==> src/rtl/bin_bcd_display_fmt_pkg.sv <==
// Shared definitions for the binary-to-BCD display formatting stage.
//   NUM_DIGITS / BCD_W : display geometry (8 digits of 4-bit BCD)
//   MAX_DEC            : largest value the 8 digits can show
//   fmt_state_t        : converter FSM states
//   HEX_RST/BLANK_RST  : values the committed outputs take in reset
package bin_bcd_display_fmt_pkg;

  localparam int NUM_DIGITS = 8;
  localparam int BCD_W      = 4;
  localparam int HEX_W      = NUM_DIGITS * BCD_W;

  localparam int unsigned MAX_DEC = 32'd99_999_999;

  typedef enum logic [1:0] {
    IDLE   = 2'd0,
    SHIFT  = 2'd1,
    COMMIT = 2'd2
  } fmt_state_t;

  // Reset display: a single "0" with the upper seven digits blanked.
  localparam logic [HEX_W-1:0]      HEX_RST   = '0;
  localparam logic [NUM_DIGITS-1:0] BLANK_RST = 8'hFE;

endpackage

==> src/rtl/bin_bcd_display_fmt_scan_ce_gen.sv <==
// Free-running digit-scan strobe generator.
//   CLK     : system clock, rising edge
//   RST_N   : asynchronous active-low reset
//   SCAN_CE : one-cycle strobe, once every CLK_DIV cycles
// The strobe is registered so it is glitch-free and low during reset. The
// counter runs 0..CLK_DIV-1; the strobe is asserted in the cycle following
// the edge at which the counter wraps, so the first strobe appears after the
// CLK_DIV-th edge following reset release (every cycle when CLK_DIV=1).
module scan_ce_gen #(
  parameter int CLK_DIV = 50000
) (
  input  logic CLK,
  input  logic RST_N,
  output logic SCAN_CE
);

  localparam int CNT_W = (CLK_DIV > 1) ? $clog2(CLK_DIV) : 1;

  logic [CNT_W-1:0] div_cnt_reg;
  logic             scan_ce_reg;
  logic             wrap;

  assign wrap = (div_cnt_reg == CNT_W'(CLK_DIV - 1));

  always_ff @(posedge CLK or negedge RST_N) begin
    if (!RST_N) begin
      div_cnt_reg <= '0;
      scan_ce_reg <= 1'b0;
    end else begin
      scan_ce_reg <= wrap;
      div_cnt_reg <= wrap ? '0 : div_cnt_reg + CNT_W'(1);
    end
  end

  assign SCAN_CE = scan_ce_reg;

endmodule

==> src/rtl/bin_bcd_display_fmt.sv <==
// Binary to 8-digit BCD formatter feeding the multiplexed 7-segment driver.
//   CLK, RST_N  : clock (rising edge), asynchronous active-low reset
//   START       : conversion request, honoured only while BUSY=0
//   BIN_IN      : unsigned value, saturated to 99_999_999
//   DP_IN       : decimal-point mask, bit i = digit i
//   LZB_EN      : leading-zero blanking enable
//   BUSY, DONE  : conversion in progress / one-cycle completion pulse
//   OVF         : last committed value was saturated
//   HEX_OUT     : packed BCD, [3:0] = least significant digit
//   BLANK_OUT   : bit i = 1 suppresses digit i
//   DP_OUT      : committed decimal-point mask
//   SCAN_CE     : digit-scan strobe for the driver
// Conversion is iterative double-dabble, one bit per clock, into a working
// shift register; the display outputs are a separate register bank loaded
// only in COMMIT, so the driver never sees a half-converted value.
import bin_bcd_display_fmt_pkg::*;

module bin_bcd_display_fmt #(
  parameter int BIN_W   = 27,
  parameter int CLK_DIV = 50000
) (
  input  logic             CLK,
  input  logic             RST_N,
  input  logic             START,
  input  logic [BIN_W-1:0] BIN_IN,
  input  logic [7:0]       DP_IN,
  input  logic             LZB_EN,
  output logic             BUSY,
  output logic             DONE,
  output logic             OVF,
  output logic [31:0]      HEX_OUT,
  output logic [7:0]       BLANK_OUT,
  output logic [7:0]       DP_OUT,
  output logic             SCAN_CE
);

  localparam int CNT_W = $clog2(BIN_W + 1);
  localparam int SR_W  = HEX_W + BIN_W;

  fmt_state_t state_reg;
  fmt_state_t state_next;

  logic [CNT_W-1:0]      iter_cnt_reg;
  logic [SR_W-1:0]       sr_reg;        // {BCD digits, remaining binary bits}
  logic [7:0]            dp_cap_reg;
  logic                  lzb_cap_reg;
  logic                  ovf_cap_reg;

  logic [HEX_W-1:0]      hex_out_reg;
  logic [NUM_DIGITS-1:0] blank_out_reg;
  logic [7:0]            dp_out_reg;
  logic                  ovf_out_reg;
  logic                  done_reg;

  // Saturation: compare in a widened domain so any BIN_W works.
  logic [BIN_W+31:0]     bin_ext;
  logic                  bin_ovf;
  logic [BIN_W-1:0]      bin_sat;

  assign bin_ext = {32'd0, BIN_IN};
  assign bin_ovf = (bin_ext > (BIN_W + 32)'(MAX_DEC));
  assign bin_sat = bin_ovf ? BIN_W'(MAX_DEC) : BIN_IN;

  // Double-dabble step: correct every nibble >= 5 by +3, then shift left.
  // Nibbles never exceed 9 here, so the 4-bit add cannot carry out.
  logic [HEX_W-1:0] bcd_adj;
  logic [SR_W-1:0]  sr_shift;

  generate
    for (genvar gi = 0; gi < NUM_DIGITS; gi++) begin : g_adj
      logic [BCD_W-1:0] nib;
      assign nib = sr_reg[BIN_W + gi*BCD_W +: BCD_W];
      assign bcd_adj[gi*BCD_W +: BCD_W] = (nib >= BCD_W'(5)) ? nib + BCD_W'(3) : nib;
    end
  endgenerate

  assign sr_shift = {bcd_adj[HEX_W-2:0], sr_reg[BIN_W-1:0], 1'b0};

  // Leading-zero blanking: upper_zero[i] = digits i..7 are all zero.
  // Digit 0 is never blanked so a value of 0 still shows "0".
  logic [NUM_DIGITS:1]   upper_zero;
  logic [NUM_DIGITS-1:0] blank_calc;

  assign upper_zero[NUM_DIGITS] = 1'b1;
  assign blank_calc[0]          = 1'b0;

  generate
    for (genvar gi = 1; gi < NUM_DIGITS; gi++) begin : g_blank
      assign upper_zero[gi] = (sr_reg[BIN_W + gi*BCD_W +: BCD_W] == '0) & upper_zero[gi+1];
      assign blank_calc[gi] = lzb_cap_reg & upper_zero[gi];
    end
  endgenerate

  // FSM state register.
  always_ff @(posedge CLK or negedge RST_N) begin
    if (!RST_N) begin
      state_reg <= IDLE;
    end else begin
      state_reg <= state_next;
    end
  end

  // FSM next state. The counter is loaded with BIN_W and the last
  // iteration runs while it reads 1.
  always_comb begin
    state_next = state_reg;
    case (state_reg)
      IDLE:    if (START) state_next = SHIFT;
      SHIFT:   if (iter_cnt_reg == CNT_W'(1)) state_next = COMMIT;
      COMMIT:  state_next = IDLE;
      default: state_next = IDLE;
    endcase
  end

  // Datapath and committed output bank.
  always_ff @(posedge CLK or negedge RST_N) begin
    if (!RST_N) begin
      iter_cnt_reg  <= '0;
      sr_reg        <= '0;
      dp_cap_reg    <= '0;
      lzb_cap_reg   <= 1'b0;
      ovf_cap_reg   <= 1'b0;
      hex_out_reg   <= HEX_RST;
      blank_out_reg <= BLANK_RST;
      dp_out_reg    <= '0;
      ovf_out_reg   <= 1'b0;
      done_reg      <= 1'b0;
    end else begin
      done_reg <= 1'b0;
      case (state_reg)
        IDLE: begin
          if (START) begin
            sr_reg       <= {{HEX_W{1'b0}}, bin_sat};
            iter_cnt_reg <= CNT_W'(BIN_W);
            dp_cap_reg   <= DP_IN;
            lzb_cap_reg  <= LZB_EN;
            ovf_cap_reg  <= bin_ovf;
          end
        end
        SHIFT: begin
          sr_reg       <= sr_shift;
          iter_cnt_reg <= iter_cnt_reg - CNT_W'(1);
        end
        COMMIT: begin
          hex_out_reg   <= sr_reg[SR_W-1:BIN_W];
          blank_out_reg <= blank_calc;
          dp_out_reg    <= dp_cap_reg;
          ovf_out_reg   <= ovf_cap_reg;
          done_reg      <= 1'b1;
        end
        default: ;
      endcase
    end
  end

  assign BUSY      = (state_reg != IDLE);
  assign DONE      = done_reg;
  assign OVF       = ovf_out_reg;
  assign HEX_OUT   = hex_out_reg;
  assign BLANK_OUT = blank_out_reg;
  assign DP_OUT    = dp_out_reg;

  scan_ce_gen #(
    .CLK_DIV (CLK_DIV)
  ) u_scan_ce_gen (
    .CLK     (CLK),
    .RST_N   (RST_N),
    .SCAN_CE (SCAN_CE)
  );

endmodule

==> config.mk <==
export PLATFORM = sky130hd
export DESIGN_NAME = bin_bcd_display_fmt
export DESIGN_NICKNAME = d
export VERILOG_FILES = /design/src/rtl/bin_bcd_display_fmt_pkg.sv /design/src/rtl/bin_bcd_display_fmt_scan_ce_gen.sv /design/src/rtl/bin_bcd_display_fmt.sv
export SDC_FILE = /design/constraint.sdc
export NUM_CORES = 1
export LEC_CHECK = 0
export ABC_AREA = 1
export BUFFER_PORTS_ARGS = -buffer_cell sky130_fd_sc_hd__buf_2
export CAP_MARGIN = 20
export CORE_AREA = 8 8 116 118
export DETAILED_ROUTE_END_ITERATION = 10
export DIE_AREA = 0 0 124 126
export PLACE_DENSITY_LB_ADDON = 0.08
export SLEW_MARGIN = 5
export SYNTH_ARGS = -nofsm -noshare
export SYNTH_HDL_FRONTEND = slang
export SYNTH_SLANG_ARGS = --single-unit
==> constraint.sdc <==
create_clock -name CLK -period 4.35 [get_ports CLK]
set_clock_uncertainty 0.05 [all_clocks]
set_input_delay 0.87 -clock CLK [delete_from_list [all_inputs] [get_ports CLK]]
set_output_delay 0.87 -clock CLK [all_outputs]
set_load 0.01 [all_outputs]
==> summary.md, run 1 <==
| Metric | Value |
|---|---|
| Postcts setup bufs | `0` |
| Critical Path Start | `state_reg[1]` |
| Slew Limit Fails | `0` |
| DRT antenna net count | `0` |
| Cts hold-fix bufs | `0` |
| Max reg flops | `between 50 and 60` |
| Setup TNS | `0 ns` |
| Largest net degree at the start of global routing | `96` |
| Yosys cell types | `36` |
| R2R Path Start | `state_reg[1]` |
| Hpwl dp | `between 10,000 and 15,000 um` |
| Slew @ Worst Pin | `around 0.9 ns` |
| Clk pwr share | `0.261` |
| Power per cell area | `between 700 and 800 mW/mm^2` |
| Mapped Area | `0.00677 mm^2` |
| GPL Wtd Cong | `roughly 0.81` |
| Maximum Capacitance Violations | `0` |
| Nets | `944` |
| Flop2flop setup slack | `2.13 ns` |
| Area leader, netlist | `dfrtp_1` |
| Hold Crit Class | `reg -> reg` |
| Peak VDD IR | `0.468 mV` |
| Clk_lat worst skew | `0.42 ns` |
| # resized after CTS | `0` |
| First-pass GRT wire length | `24,800 um` |
| PortBufs | `89` |
| Combinational share of power | `0.361` |
| Post-Syn Instances | `about 800` |
| Sequential element share of the synthesized area | `0.526` |
| Gr usage total | `0.197` |
| Setup crit end | `iter_cnt_reg[3]` |
| Sink Count | `142` |
| WL/cell | `between 10 and 15 um` |
| WS Path Type | `reg -> reg` |
| Remaining Overflow, GRT | `0` |
| Clk buf depth | `2` |
| Layout cells sized above 1 | `0.161` |
| Switching share of power | `0.376` |
| Main area contributors after synthesis | `dfrtp_1, nand2_1, o21ai_0` |
| Crit path required time | `~4.7 ns` |
| Full die area | `0.0156 mm^2` |
| Drt pass-1 iters | `5` |
| Psw | `0.00208 W` |
| Number of global-route vias before repair | `5,184` |
| Slew HR | `0.414` |
| Status | `complete, no violations` |
| Period utilization | `0.510` |
| Syn Nets | `860` |
| Clock root cell | `clkbuf_16` |
| Most common cell after layout, fill and taps aside | `nand2_1` |
| RSZ-0062 raised after global routing | `no` |
| IO Pins | `91` |
| CP Launch Type | `register` |
| Worst-path clk slew | `0.06 ns` |
| Register-to-Register Path Depth | `6` |
| Max Fclk | `451 MHz` |
| Yosys reg bits | `between 100 and 150` |
| Worst-path fanout max | `44` |
| R2R Path End | `iter_cnt_reg[3]` |
| Flop pwr share | `0.378` |
| Final setup fails | `0` |
| Leak | `just over 4 nW` |
| CTS H-tree depth | `4` |
| DRC viols | `0` |
| Die W | `124 um` |
| Power, Total | `around 0.0055 W` |
| Most frequent cells in the layout | `nand2_1, dfrtp_1, o21ai_0, buf_2, inv_1` |
| Worst EP arrival | `2.52 ns` |
| Crit path time final | `approximately 2.2 ns` |
| Synth-to-Final Area Change | `16.2%` |
| Setup crit end kind | `register` |
| Area share of the leading cell type in the synthesized netlist | `0.499` |
| Final Hold Viols | `0` |
| TritonCTS clock tree | `yes` |
| Initial antenna violation count | `0` |
| Drt initial violations | `504` |
| Vias per cell | `5.27` |
| Via count | `between 5,000 and 6,000` |
| Synth Area per Inst | `8.51 um^2` |
| Cts bufs inserted | `17` |
| N_diodes | `0` |
| Pint | `about 0.0034 W` |
| Die Ht | `126 um` |
| Initial Utilization | `0.578` |
| Worst hold slack | `0.414 ns` |
| Routed wire length | `approximately 15,000 um` |
| Number of core rows | `40` |
| Synth Warn # | `0` |
| CORE AREA | `0.0117 mm^2` |
==> worst max-delay path, cell delays in order, from the launching register on <==
cell,delay [ns]
dfrtp_1,0.39
inv_2,0.10
nand2_2,0.31
inv_2,0.73
nand3_1,0.18
or2_2,0.32
nand3_1,0.06
==> final cells by class <==
| class | count | area [um^2] |
|---|---|---|
| clock buffer | 26 | 509 |
| fill | 1008 | 3840 |
| sequential | 142 | 3560 |
| multi-input combinational | 539 | 2730 |
| timing repair buffer | 92 | 474 |
| tap | 147 | 184 |
| inverter | 87 | 327 |
| clock inverter | 6 | 82.6 |
==> Yosys cell counts <==
| library cell | instances |
|---|---|
| nand2_1 | 218 |
| dfrtp_1 | 135 |
| o21ai_0 | 108 |
| inv_1 | 81 |
| nor2_1 | 55 |
| a21oi_1 | 39 |
| nand3_1 | 35 |
| ha_1 | 26 |
| buf_2 | 15 |
| xor2_1 | 10 |
| a22oi_1 | 9 |
| dfstp_2 | 7 |
| clkbuf_1 | 6 |
| inv_2 | 6 |
| nor3_1 | 5 |
| nand3b_1 | 4 |
| nand4_1 | 4 |
| buf_4 | 3 |
| buf_6 | 3 |
| o2111ai_1 | 3 |
| o22ai_1 | 3 |
| o32ai_1 | 3 |
| nand2_2 | 2 |
| nand3_4 | 2 |
| o211ai_1 | 2 |
| conb_1 | 1 |
| mux2i_1 | 1 |
| nand2_4 | 1 |
| nand4_2 | 1 |
| nor2_2 | 1 |
| nor2_4 | 1 |
| nor3_4 | 1 |
| nor3b_1 | 1 |
| nor4_1 | 1 |
| o21ai_1 | 1 |
| or2_2 | 1 |
==> per-layer routing <==
metal	vias to the layer above	wire [um]	GRT usage
met5	-	0	0
met4	0	179	0.0651
met3	19	755	0.0527
met2	114	7140	0.307
met1	2598	6860	0.261
li1	2749	-	-
==> worst min path at each step <==
stage	start	end	slack, ns	cells after the start
floorplan	ovf_cap_reg	OVF	0.39	2
global placement	BLANK_OUT[7]	BLANK_OUT[7]	0.41	2
detailed placement	BLANK_OUT[4]	BLANK_OUT[4]	0.41	2
CTS	BLANK_OUT[4]	BLANK_OUT[4]	0.42	2
global route	BLANK_OUT[7]	BLANK_OUT[7]	0.44	2
finish	BLANK_OUT[4]	BLANK_OUT[4]	0.41	2
==> metrics by stage <==
stage | util | setup slack [ns] | instances | instance area, um^2
floorplan | - | 2.67 | 795 | 6770
global placement | 0.621 | 2.07 | 1007 | 7280
detailed placement | 0.621 | 2.00 | 1007 | 7280
CTS | 0.672 | 2.14 | 1039 | 7870
global route | 0.672 | 2.00 | 1039 | 7870
finish | 0.672 | 2.13 | 1039 | 7870
==> cell families (layout without fill, tap and decap cells) <==
family | Yosys count | count (layout) | synth area share
AND/OR/NAND/NOR | 333 | 333 | 0.208
AO/OA/AOI/OAI | 168 | 168 | 0.132
flip-flops | 142 | 142 | 0.526
buffers and inverters | 114 | 211 | 0.0710
adder cells (fa/ha/maj) | 26 | 26 | 0.0481
XOR/XNOR | 10 | 10 | 0.0129
other | 1 | 1 | 0.000554
multiplexers | 1 | 1 | 0.00148
==> power by group through the flow <==
stage	clock, W	sequential, W	combinational [W]
after CTS	0.00147	0.00208	0.00200
after floorplan	0	0.00209	0.00144
after detailed placement	0	0.00210	0.00199
final	0.00144	0.00209	0.00199
after global placement	0	0.00208	0.00189
after global routing	0.00153	0.00213	0.00230
Power figures use the tool's default switching activity.
==> run 2, diff against run 1 <==
--- a/config.mk
+++ b/config.mk
@@ -8,9 +8,9 @@
 export ABC_AREA = 1
 export BUFFER_PORTS_ARGS = -buffer_cell sky130_fd_sc_hd__buf_2
 export CAP_MARGIN = 20
-export CORE_AREA = 8 8 116 118
+export CORE_AREA = 8 8 118 120
 export DETAILED_ROUTE_END_ITERATION = 10
-export DIE_AREA = 0 0 124 126
+export DIE_AREA = 0 0 126 128
 export PLACE_DENSITY_LB_ADDON = 0.08
 export SLEW_MARGIN = 5
 export SYNTH_ARGS = -nofsm -noshare
==> constraint.sdc (replaced) <==
create_clock -name CLK -period 2.2 [get_ports CLK]
set_clock_uncertainty 0.05 [all_clocks]
set_input_delay 0.44 -clock CLK [delete_from_list [all_inputs] [get_ports CLK]]
set_output_delay 0.44 -clock CLK [all_outputs]
set_load 0.01 [all_outputs]
==> summary.md, run 2 (synthesis results as in run 1) <==
| Metric | Value |
|---|---|
| Die W | `126 um (+1.6%)` |
| Full die area | `0.0161 mm^2 (+3.2%)` |
| Hold Crit Class | `in -> reg` |
| GPL Wtd Cong | `0.856 (+5.7%)` |
| Dpl ws | `0.457 ns (-1.54 ns)` |
| Crit path required time | `2.49 ns (-2.16 ns)` |
| Core Util, Final | `0.650 (-0.0220)` |
| Die Ht | `128 um (+1.6%)` |
| CP Launch Type | `register` |
| Power per cell area | `1370 mW/mm^2 (+95%)` |
| Nets | `951 (+0.74%)` |
| First-pass GRT wire length | `25,900 um (+4.7%)` |
| Max reg flops | `59 (unchanged)` |
| Initial Utilization | `0.554 (-0.0236)` |
| Final Hold Viols | `0 (unchanged)` |
| Largest net degree at the start of global routing | `52 (-46%)` |
| Worst-path clk slew | `0.06 ns (about the same)` |
| CP max stage cell | `dfrtp_1` |
| Period utilization | `0.761 (+0.251)` |
| Peak VDD IR | `0.720 mV (+54%)` |
| Leak | `4.14 nW (+1.0%)` |
| Worst Slack Setup Final | `0.526 ns (-1.60 ns)` |
| Sink Count | `142 (unchanged)` |
| CTS H-tree depth | `4 (unchanged)` |
| Via count | `5,555 (+1.4%)` |
| CORE AREA | `0.0122 mm^2 (+4.3%)` |
| Filler cells | `1,052 (+4.4%)` |
| R2R Path End | `sr_reg[24]` |
| Synth-to-Final Area Change | `17.2%` |
| Worst path most repeated cell | `nand2_1` |
| Number of global-route vias before repair | `5,512 (+6.3%)` |
| Clock root cell | `clkbuf_16` |
| Remaining Overflow, GRT | `0 (unchanged)` |
| Worst-path fanout max | `20 (-55%)` |
| Min-delay src | `LZB_EN` |
| Number of core rows | `41 (+2.5%)` |
| Maximum Capacitance Violations | `0 (unchanged)` |
| Clk_lat worst skew | `0.41 ns (about the same)` |
| Gr usage total | `0.197 (about the same)` |
| WL/cell | `14.3 um (-0.24%)` |
| Drt pass-1 iters | `4 (-1)` |
| Vias per cell | `5.30 (+0.50%)` |
| Slew Limit Fails | `0 (unchanged)` |
| RSZ-0062 raised after global routing | `no` |
| Hold Path Stages | `3 (+1)` |
| WS Path Type | `reg -> reg` |
| Layout cells sized above 1 | `0.168 (+0.00672)` |
| Setup TNS | `0 ns (unchanged)` |
| Setup crit end kind | `register` |
| Clk buf depth | `2 (unchanged)` |
| Hpwl dp | `10,600 um (+3.6%)` |
| Register-to-Register Path Depth | `8 (+2)` |
| DRT antenna net count | `0 (unchanged)` |
| Drt initial violations | `392 (-22%)` |
| Initial antenna violation count | `0 (unchanged)` |
| R2R Path Start | `state_reg[1]` |
| CP peak stage delay | `0.40 ns (-0.33 ns)` |
| Cts bufs inserted | `17 (unchanged)` |
| IO Pins | `91 (unchanged)` |
| Most frequent cells in the layout | `nand2_1, dfrtp_1, o21ai_0, buf_2, inv_1` |
| Most common cell after layout, fill and taps aside | `nand2_1` |
| Crit-path cells | `inv_2, nand3_4, inv_2, buf_4, nand2_1, nand2_1, a21oi_1, nand2_1` |
| N_diodes | `0 (unchanged)` |
| Final setup fails | `0 (unchanged)` |
| Routed wire length | `15,000 um (+0.63%)` |
| DRC viols | `0 (unchanged)` |
| Max Fclk | `598 MHz (+33%)` |
| Flop2flop setup slack | `0.53 ns (-1.60 ns)` |
| TritonCTS clock tree | `yes` |
| PortBufs | `89 (unchanged)` |
| Worst EP arrival | `1.97 ns (-0.55 ns)` |
| Postcts setup bufs | `0 (unchanged)` |
| Crit path time final | `1.67 ns (-0.546 ns)` |
| # resized after CTS | `0 (unchanged)` |
| Cts hold-fix bufs | `1 (+1)` |
| Status | `complete, no violations` |
| Hold EP | `lzb_cap_reg` |
[run 2: cell type report]
type,instances,area [um^2],area share
timing repair buffer,99,567,0.0714
clock inverter,7,60.1,0.00757
tap,150,188,0.0237
clock buffer,24,502,0.0632
sequential,142,3560,0.449
multi-input combinational,539,2730,0.344
inverter,87,327,0.0412
[run 2: report_power, final]
part	switching, W	leakage (nW)	internal, W
Sequential	0.000564	1.72	0.00357
Clock	0.00102	0.285	0.00169
Combinational	0.00251	2.13	0.00150
[run 2: critical path: cells and delay by family, from the launching register on]
family	cells	cell delay (ns)
buffers and inverters	3	0.71
AOI/OAI and AO/OA	1	0.04
and+or+nand+nor	4	0.40
DFF	1	0.40
[run 2: how the worst max path moves through the flow]
| stage | slack [ns] | start | endpoint |
|---|---|---|---|
| 4_1_cts | 0.50 | state_reg[1] | sr_reg[24] |
| 3_3_place_gp | 0.51 | START | sr_reg[24] |
| 5_1_grt | 0.36 | state_reg[1] | sr_reg[24] |
| 2_1_floorplan | 0.82 | u_scan_ce_gen.div_cnt_reg[0] | u_scan_ce_gen.div_cnt_reg[15] |
| 3_5_place_dp | 0.46 | START | sr_reg[24] |
| 6_report | 0.53 | state_reg[1] | sr_reg[24] |
[run 2: metal layers]
layer / part of all wire / vias to the layer above / wire length [um] / GRT usage
met2: 0.47 / 117 / 7060 / 0.313
met3: 0.045 / 25 / 673 / 0.0474
met4: 0.020 / 0 / 301 / 0.0878
li1: - / 2755 / - / -
met5: 0 / - / 0 / 0
met1: 0.47 / 2658 / 7000 / 0.253
[run 2: stage by stage]
stage                     hold WS [ns]  std cells  power [W]  instance area (um^2)
after floorplan                 0.0944        795    0.00698                  6770
after global placement           0.369       1016    0.00795                  7360
after detailed placement         0.371       1016    0.00815                  7360
after CTS                        0.156       1048     0.0109                  7930
after global routing             0.187       1048     0.0118                  7930
final                            0.175       1048     0.0108                  7930
==> run 3, diff against run 2 <==
--- a/config.mk
+++ b/config.mk
@@ -8,9 +8,9 @@
 export ABC_AREA = 1
 export BUFFER_PORTS_ARGS = -buffer_cell sky130_fd_sc_hd__buf_2
 export CAP_MARGIN = 20
-export CORE_AREA = 8 8 118 120
+export CORE_AREA = 8 8 124 126
 export DETAILED_ROUTE_END_ITERATION = 10
-export DIE_AREA = 0 0 126 128
+export DIE_AREA = 0 0 132 134
 export PLACE_DENSITY_LB_ADDON = 0.08
 export SLEW_MARGIN = 5
 export SYNTH_ARGS = -nofsm -noshare
==> constraint.sdc (replaced) <==
create_clock -name CLK -period 1.5 [get_ports CLK]
set_clock_uncertainty 0.05 [all_clocks]
set_input_delay 0.3 -clock CLK [delete_from_list [all_inputs] [get_ports CLK]]
set_output_delay 0.3 -clock CLK [all_outputs]
set_load 0.01 [all_outputs]
==> summary.md, run 3 (synthesis results as in run 1) <==
| Metric | Value |
|---|---|
| Clk buf depth | `2 (unchanged)` |
| Clock root cell | `clkbuf_16` |
| Most frequent cells in the layout | `nand2_1, dfrtp_1, o21ai_0, buf_2, inv_1` |
| CP max stage cell | `dfrtp_1` |
| CP peak stage delay | `0.39 ns (about the same)` |
| RSZ-0062 raised after global routing | `yes` |
| Die W | `132 um (+4.8%)` |
| WS Path Type | `reg -> out` |
| Switching share of power | `0.374 (-0.00409)` |
| Crit path required time | `1.15 ns (-1.34 ns)` |
| DRC viols | `0 (unchanged)` |
| Worst-path fanout max | `3 (-85%)` |
| Clk_lat worst skew | `0.42 ns (about the same)` |
| Clk pwr share | `0.252 (+0.002)` |
| Remaining Overflow, GRT | `0 (unchanged)` |
| Crit-path cells | `inv_2, nand2_2, buf_6` |
| Leak | `4.30 nW (+4.0%)` |
| Number of global-route vias before repair | `5,626 (+2.1%)` |
| Vias per cell | `5.13 (-3.2%)` |
| Dpl ws | `-0.0903 ns (-0.548 ns)` |
| First-pass GRT wire length | `26,500 um (+2.3%)` |
| Max Fclk | `687 MHz` |
| CTS H-tree depth | `4 (unchanged)` |
| WL/cell | `14.4 um (+0.64%)` |
| Hold Crit Class | `in -> reg` |
| Combinational share of power | `0.393 (+0.023)` |
| Via count | `5,680 (+2.3%)` |
| Initial antenna violation count | `0 (unchanged)` |
| Drt pass-1 iters | `5 (+1)` |
| Power per cell area | `2040 mW/mm^2 (+50%)` |
| Status | `complete, no violations` |
| CP Launch Type | `register` |
| Worst Slack Setup Final | `0.0440 ns (-0.482 ns)` |
| Psw | `0.00641 W (+56%)` |
| Drt initial violations | `385 (-1.8%)` |
| Full die area | `0.0177 mm^2 (+9.7%)` |
| Final setup fails | `0 (unchanged)` |
| Setup crit end kind | `primary output` |
| Filler cells | `1,188 (+13%)` |
| Worst-path clk slew | `0.06 ns (about the same)` |
| Synth-to-Final Area Change | `23.9%` |
| Largest net degree at the start of global routing | `48 (-7.7%)` |
| Period utilization | `0.971` |
| GPL Wtd Cong | `0.834 (-2.6%)` |
| Hpwl dp | `11,100 um (+5.2%)` |
| TritonCTS clock tree | `yes` |
| Pint | `0.0107 W (+59%)` |
| Cts bufs inserted | `17 (unchanged)` |
| DRT antenna net count | `0 (unchanged)` |
| Most common cell after layout, fill and taps aside | `nand2_1` |
| Maximum Capacitance Violations | `0 (unchanged)` |
| Slew Limit Fails | `0 (unchanged)` |
| Footprint of the multi-input gates | `0.00286 mm^2 (+4.6%)` |
| Crit path time final | `around 1.5 ns` |
| Flop pwr share | `0.356 (-0.025)` |
| Number of core rows | `43 (+4.9%)` |
| Sink Count | `142 (unchanged)` |
| Worst EP arrival | `1.11 ns (-0.86 ns)` |
| Initial Utilization | `0.501 (-0.0532)` |
| Final Hold Viols | `0 (unchanged)` |
| Peak VDD IR | `1.13 mV (+57%)` |
| Die Ht | `134 um (+4.7%)` |
| IO Pins | `91 (unchanged)` |
| Nets | `979 (+2.9%)` |
| N_diodes | `0 (unchanged)` |
| Layout cells sized above 1 | `0.237 (+0.0692)` |
| Max reg flops | `59 (unchanged)` |
| PortBufs | `89 (unchanged)` |
| Gr usage total | `0.183 (-0.0147)` |
| Routed wire length | `16,000 um (+6.3%)` |
| Power, Total | `0.0171 W (+58%)` |
| Register area | `0.00356 mm^2 (about the same)` |
| CORE AREA | `0.0135 mm^2 (+11%)` |
run 3: area by class of cell:
cell class              count  share of cell area
flip-flops and latches    142               0.425
multi-input cells         539               0.340
repair buffers            127              0.0964
clock buffers              26              0.0595
inverters                  87              0.0395
well taps                 180              0.0268
clock inverters             6              0.0125
run 3: worst paths after layout:
path / start / to / slack (ns) / cells past startpoint
min reg2reg: BLANK_OUT[4] / BLANK_OUT[4] / 0.42 / 2
min in group asynchronous: RST_N / DP_OUT[7] / 0.27 / 2
max in group asynchronous: RST_N / BLANK_OUT[4] / 0.54 / 3
max reg2reg: u_scan_ce_gen.div_cnt_reg[1] / u_scan_ce_gen.div_cnt_reg[9] / 0.08 / 7
min: DP_IN[5] / dp_cap_reg[5] / 0.05 / 3
max: state_reg[1] / BUSY / 0.04 / 3
run 3: metal layers:
| metal | vias up | GRT usage | routed length (um) |
|---|---|---|---|
| met4 | 0 | 0.0791 | 292 |
| met2 | 127 | 0.293 | 7640 |
| met1 | 2711 | 0.228 | 7240 |
| li1 | 2820 | - | - |
| met3 | 22 | 0.0512 | 807 |
| met5 | - | 0 | 0 |
run 3: timing repair:
action | CTS | global route
gates resized for setup | 3 | 56
setup buffers | 2 | 9
pin swaps | 0 | 3
hold buffers | 1 | 0
setup endpoints to repair | 4 | 53
hold endpoints to repair | 76 | 0
run 3: power groups by stage:
stage / logic [W] / registers, W / clock network (W)
after global routing: 0.00768 / 0.00627 / 0.00456
after detailed placement: 0.00616 / 0.00608 / 0
after floorplan: 0.00418 / 0.00606 / 0
final: 0.00673 / 0.00610 / 0.00432
after global placement: 0.00589 / 0.00603 / 0
after CTS: 0.00622 / 0.00604 / 0.00441
run 3: worst max-delay path: cells and delay by family, from the launching register on:
family | cells | cell delay [ns]
buffers and inverters | 2 | 0.22
AND/OR/NAND/NOR | 1 | 0.08
flip-flops | 1 | 0.39
run 3: stage by stage:
stage / TNS [ns] / hold WS [ns] / utilization / cell area [um^2] / std cells
after floorplan: 0 / -0.0456 / - / 6770 / 795
after global placement: 0 / 0.132 / 0.559 / 7550 / 1063
after detailed placement: -0.166 / 0.134 / 0.559 / 7550 / 1063
after CTS: 0 / 0.0427 / 0.606 / 8180 / 1098
after global routing: -0.0599 / 0.0450 / 0.621 / 8390 / 1107
final: 0 / 0.0539 / 0.621 / 8390 / 1107
